[config.mk]
export PLATFORM = sky130hd
export DESIGN_NAME = mem_access_stage
export DESIGN_NICKNAME = d
export VERILOG_FILES = /design/src/rtl/mem_access_stage.sv
export SDC_FILE = /design/constraint.sdc
export NUM_CORES = 1
export LEC_CHECK = 0
export CAP_MARGIN = 20
export CORE_MARGIN = 1.5
export CORE_UTILIZATION = 52
export DETAILED_ROUTE_END_ITERATION = 16
export PLACE_DENSITY_LB_ADDON = 0.3
export SYNTH_ARGS = -nofsm -noshare
export SYNTH_HDL_FRONTEND = slang
export SYNTH_SLANG_ARGS = --single-unit
[constraint.sdc]
create_clock -name clk -period 6.1 [get_ports clk]
set_input_delay 1.22 -clock clk [delete_from_list [all_inputs] [get_ports clk]]
set_output_delay 1.22 -clock clk [all_outputs]
set_load 0.02 [all_outputs]
[src/rtl/mem_access_stage.sv]
// Load/store stage in front of a word-addressed synchronous data memory.
// Optional MEM_ACCESS_MISALIGN_TRAP_EN: misaligned/size-11 requests return an error.
module mem_access_stage #(
  parameter int bits  = 32,
  parameter int width = 32
) (
  input  logic             clk,
  input  logic             resetn,
  input  logic             reqvalid,
  output logic             reqready,
  input  logic             reqwrite,
  input  logic [1:0]       reqsize,
  input  logic             requnsigned,
  input  logic [bits-1:0]  reqaddress,
  input  logic [width-1:0] reqwdata,
  output logic             respvalid,
  output logic [width-1:0] respdata,
  output logic             resperror,
  output logic             memwriteenable,
  output logic             memreadenable,
  output logic [bits-1:0]  memaddress,
  output logic [width-1:0] memdatain,
  input  logic [width-1:0] memdataout
);

  typedef enum logic [2:0] {
    IDLE,
    RD,
    CAP,
    WR,
    RESP
  } state_t;

  typedef struct packed {
    logic             write;
    logic             uns;
    logic [1:0]       size;
    logic [1:0]       off;
    logic [width-1:0] wdata;
  } req_t;

  state_t state;
  req_t   rq;

  logic             accept;
  logic             trap;
  logic [1:0]       sz;
  logic [7:0]       lbyte;
  logic [15:0]      lhalf;
  logic [width-1:0] ldval;
  logic [width-1:0] mrg;

  assign accept = reqvalid && (state == IDLE);
  assign sz     = (reqsize == 2'b11) ? 2'b10 : reqsize;

  assign reqready       = (state == IDLE);
  assign respvalid      = (state == RESP);
  assign memreadenable  = (state == RD);
  assign memwriteenable = (state == WR);

`ifdef MEM_ACCESS_MISALIGN_TRAP_EN
  logic misalign;

  always_comb begin
    misalign = 1'b0;
    unique case (1'b1)
      reqsize == 2'b00: misalign = 1'b0;
      reqsize == 2'b01: misalign = reqaddress[0];
      reqsize[1]:       misalign = (reqaddress[1:0] != 2'b00);
      default:          misalign = 1'b0;
    endcase
  end

  assign trap = misalign || (reqsize == 2'b11);

  always_ff @(posedge clk) begin
    if (!resetn) begin
      resperror <= 1'b0;
    end else if (accept) begin
      resperror <= trap;
    end else if (state == RESP) begin
      resperror <= 1'b0;
    end
  end
`else
  assign trap      = 1'b0;
  assign resperror = 1'b0;
`endif

  // Lane extraction and extension of the word returned by memory
  always_comb begin
    lbyte = memdataout[{rq.off, 3'b000} +: 8];
    lhalf = rq.off[1] ? memdataout[31:16] : memdataout[15:0];
    ldval = memdataout;
    unique case (1'b1)
      rq.size == 2'b00:
        ldval = {{24{~rq.uns & lbyte[7]}}, lbyte};
      rq.size == 2'b01:
        ldval = {{16{~rq.uns & lhalf[15]}}, lhalf};
      rq.size[1]:
        ldval = memdataout;
      default:
        ldval = memdataout;
    endcase
  end

  // Read-modify-write merge for sub-word stores
  always_comb begin
    mrg = memdataout;
    unique case (1'b1)
      rq.size == 2'b00:
        mrg[{rq.off, 3'b000} +: 8] = rq.wdata[7:0];
      rq.size == 2'b01:
        if (rq.off[1]) begin
          mrg[31:16] = rq.wdata[15:0];
        end else begin
          mrg[15:0] = rq.wdata[15:0];
        end
      rq.size[1]:
        mrg = rq.wdata;
      default:
        mrg = memdataout;
    endcase
  end

  always_ff @(posedge clk) begin
    if (!resetn) begin
      state      <= IDLE;
      rq         <= '0;
      memaddress <= '0;
      memdatain  <= '0;
      respdata   <= '0;
    end else begin
      unique case (state)
        IDLE: begin
          if (accept) begin
            rq.write   <= reqwrite;
            rq.uns     <= requnsigned;
            rq.size    <= sz;
            rq.off     <= reqaddress[1:0];
            rq.wdata   <= reqwdata;
            memaddress <= {2'b00, reqaddress[bits-1:2]};
            respdata   <= '0;
            if (trap) begin
              state <= RESP;
            end else if (reqwrite && sz == 2'b10) begin
              memdatain <= reqwdata;
              state     <= WR;
            end else begin
              state <= RD;
            end
          end
        end
        RD: begin
          state <= CAP;
        end
        CAP: begin
          if (rq.write) begin
            memdatain <= mrg;
            state     <= WR;
          end else begin
            respdata <= ldval;
            state    <= RESP;
          end
        end
        WR: begin
          state <= RESP;
        end
        RESP: begin
          state <= IDLE;
        end
        default: begin
          state <= IDLE;
        end
      endcase
    end
  end

endmodule

==> flow_summary.yaml <==
logic_synthesis:
  yosys_warnings: 0
  synth_seq_cells: 135
  syn_avg_cell_area_sq_um: 8.750
  synth-seq-area-share_pct: 39.24
  synth-edff-count: 0
  netlist.area_leader.share_pct: 39.24
  syn_area_sq_um: 6887
  yosys.cell_types.count: 59
  synth.area.top_cells: "dfxtp_1, nand2_1, a21boi_1"
  synthArstFlopShare_pct: 0
  syn_inst: 787
  synth.largest_area_cell: "dfxtp_1"
  dominantRegCellSynth: "dfxtp_1"
global_routing:
  grt_max_degree: 52
  antenna_found_initial: 0
  grt_pass1_vias: 6541
  grt_first_pass_wirelength_microns: 34260
  overflow: 0
  grtUsageTotal_pct: 30.82
drt:
  initialDrtViolationCount: 690
  via_per_inst: 6.067
  routed_wl_microns: 21580
  drt_first_pass_iters: 5
  ant_nets: 0
  vias: 6856
  drc: 0
  routedWlPerCell_microns: 19.09
floorplanning:
  die_h_microns: 118.1
  num_rows: 41
  start_util_pct: 53.91
  core_region_area_sq_um: 12770
  die_area_sq_um: 13940
  die_w_microns: 118.1
  pin_count: 204
timing:
  min_period_ns: 3.297
  maxSlewViolCount: 0
  worst_slew_pin_slew_ns: 0.9497
  rsz0062_at_grt: "no"
  timing.fmax_mhz: 303.3
  fin_setup_tns_ns: 0
  period_share_pct: 54.06
  finClkSkew_ns: 0.009313
  hold_violations: 0
  max_slew_margin_pct: 35.05
  setup_viol: 0
worst_setup_path:
  path_cells: "inv_1, nor3b_1, clkdlybuf4s50_1"
  ff2ff_setup_slack_ns: 3.34
  cp.required_ns: 4.88
  critPathMaxStageDelay_ns: 0.65
  cp-end-kind: "output pin"
  r2r_cells: 7
  crit-reg2reg-launch: "rq[33]$_SDFFE_PN0P_"
  slowest_stage: "clkdlybuf4s50_1"
  cp-start-kind: "register"
  path_max_fanout: 13
  worst_ep_arrival_time_ns: 2.08
  r2r-end: "memdatain[15]$_SDFFE_PN0P_"
  worst-setup-path-type: "reg -> out"
clocking:
  numClockSinks: 135
  cts_resized: 0
  cts_root_buf: "clkbuf_16"
  cts_buffers: 17
  postCtsSetupBuffers: 0
  hold_buffers: 0
  insertion_delay_ns: 0.42
  clockBufferDepth: 2
  clk_pin_slew_ns: 0.06
  cts_tree: "built"
  cts_max_level: 4
worst_hold_path:
  worstHoldPathType: "reg -> reg"
  worstHoldEndpoint: "memaddress[18]$_SDFFE_PN0P_"
  min_from: "memaddress[18]$_SDFFE_PN0P_"
  min_path_cells: 2
layout:
  nets: 1055
  fill_cells: 957
  stdcell_count: 1130
  areaGrowthSynthToFinish_pct: 36.26
  drive_gt1_share_pct: 7.098
  antennaDiodeCount: 0
run_status:
  outcome: "completed"
power:
  irDropWorstVdd_v: 0.0001852
  power_density_nw_per_um2: 265.2
  power_leakage_nw: 3.324
job:
  cap_violations: 0
place:
  dp.cells: 1099
  port_buffers: 200
  dp_hpwl_microns: 15070
  gp_congestion: 0.9787
==> layer usage <==
metal,GRT usage [%],part of all wire (%),wire (microns),up-vias
met5,0,0,0,-
met4,12.58,3.1,670,0
met3,10.51,10,2199,52
met2,46.69,44,9588,387
met1,40.08,42,9118,3204
li1,-,-,-,3213
==> power by group <==
group	leakage (nW)	total (mW)	switching (mW)	internal [mW]
clock network	0.268	0.922	0.375	0.547
logic	1.95	0.563	0.311	0.252
registers	1.10	1.00	0.0594	0.944
==> per-stage QoR <==
stage          power [mW]  hold WS [ns]  setup WS, ns  cell area [sq um]  utilization, %
5_1_grt             2.592        0.4681         2.687               9384           73.46
3_3_place_gp        1.566        0.4398         2.421               8855           69.32
3_5_place_dp        1.574        0.4443         2.350               8855           69.32
2_1_floorplan       1.336        0.4349         3.633               6894               -
4_1_cts             2.488        0.4512         2.774               9373           73.38
6_report            2.488        0.4483         2.803               9384           73.46
==> critical path, delay by kind of cell (launching register included) <==
kind | cells | cell delay, ns
DFF | 1 | 0.61
and+or+nand+nor | 1 | 0.23
buffers and inverters | 2 | 0.81
==> flip-flops by register name, summed over array words and instances, names as in the netlist <==
signal	cells
respdata	32
state	3
rq	38
memaddress	30
memdatain	32
==> cells in the final DEF (no fill, tap or decap), types with 8 or more instances in the layout <==
cell type / n
buf_4: 11
o221ai_1: 8
a21boi_1: 68
clkdlybuf4s50_1: 199
o21ai_1: 39
nand2_1: 152
nor2_1: 26
a221oi_1: 11
a221o_1: 23
dfxtp_1: 133
clkinv_2: 10
nand2b_1: 17
mux2i_1: 25
a31oi_1: 8
o211ai_1: 10
o21ai_0: 9
a21oi_1: 24
o211a_1: 8
nor2b_1: 11
clkbuf_16: 17
o2bb2ai_1: 39
==> cell families (layout without fill, tap and decap cells) <==
logic type	count (synthesis)	in the layout	share of synthesized area (%)
flip-flops	135	135	39.24
buffers and inverters	80	249	5.614
other	1	3	0.05445
AO/OA/AOI/OAI	280	280	30.49
adder cells (fa/ha/maj)	5	5	0.9084
AND/OR/NAND/NOR	251	251	17.99
multiplexers	35	35	5.705
==> worst max-delay path by stage <==
stage | from | end
detailed placement | resetn | respdata[21]$_SDFFE_PN0P_
global placement | resetn | respdata[25]$_SDFFE_PN0P_
finish | state[1]$_SDFFE_PN0N_ | memwriteenable
CTS | resetn | respdata[21]$_SDFFE_PN0P_
floorplan | resetn | respdata[18]$_SDFFE_PN0P_
global route | resetn | memdatain[2]$_SDFFE_PN0P_
==> cells in the mapped netlist, drive strengths merged (5+ instances only) <==
master / instances
buf: 36
nor3: 8
a211oi: 7
a21boi: 70
and4: 6
o2bb2ai: 39
a31oi: 8
o221ai: 8
a2111oi: 6
mux2i: 26
nor2: 27
dfxtp: 135
inv: 7
a2bb2oi: 7
o211a: 8
nor2b: 12
a221oi: 11
clkbuf: 37
nand2: 152
ha: 5
a21oi: 25
o211ai: 10
nor4b: 8
a32o: 7
o21ai: 48
mux2: 8
a221o: 23
nand2b: 17
==> layout make-up <==
cell class              count  area (sq um)  area share [%]
inverters                   7         26.28          0.2800
well taps                 172         215.2           2.293
multi-input cells         574          3829           40.80
repair buffers            212          2091           22.28
clock buffers              18         429.2           4.573
flip-flops and latches    135          2705           28.83
clock inverters            12         88.84          0.9467
Note: power is estimated with default switching activity, not from simulation.
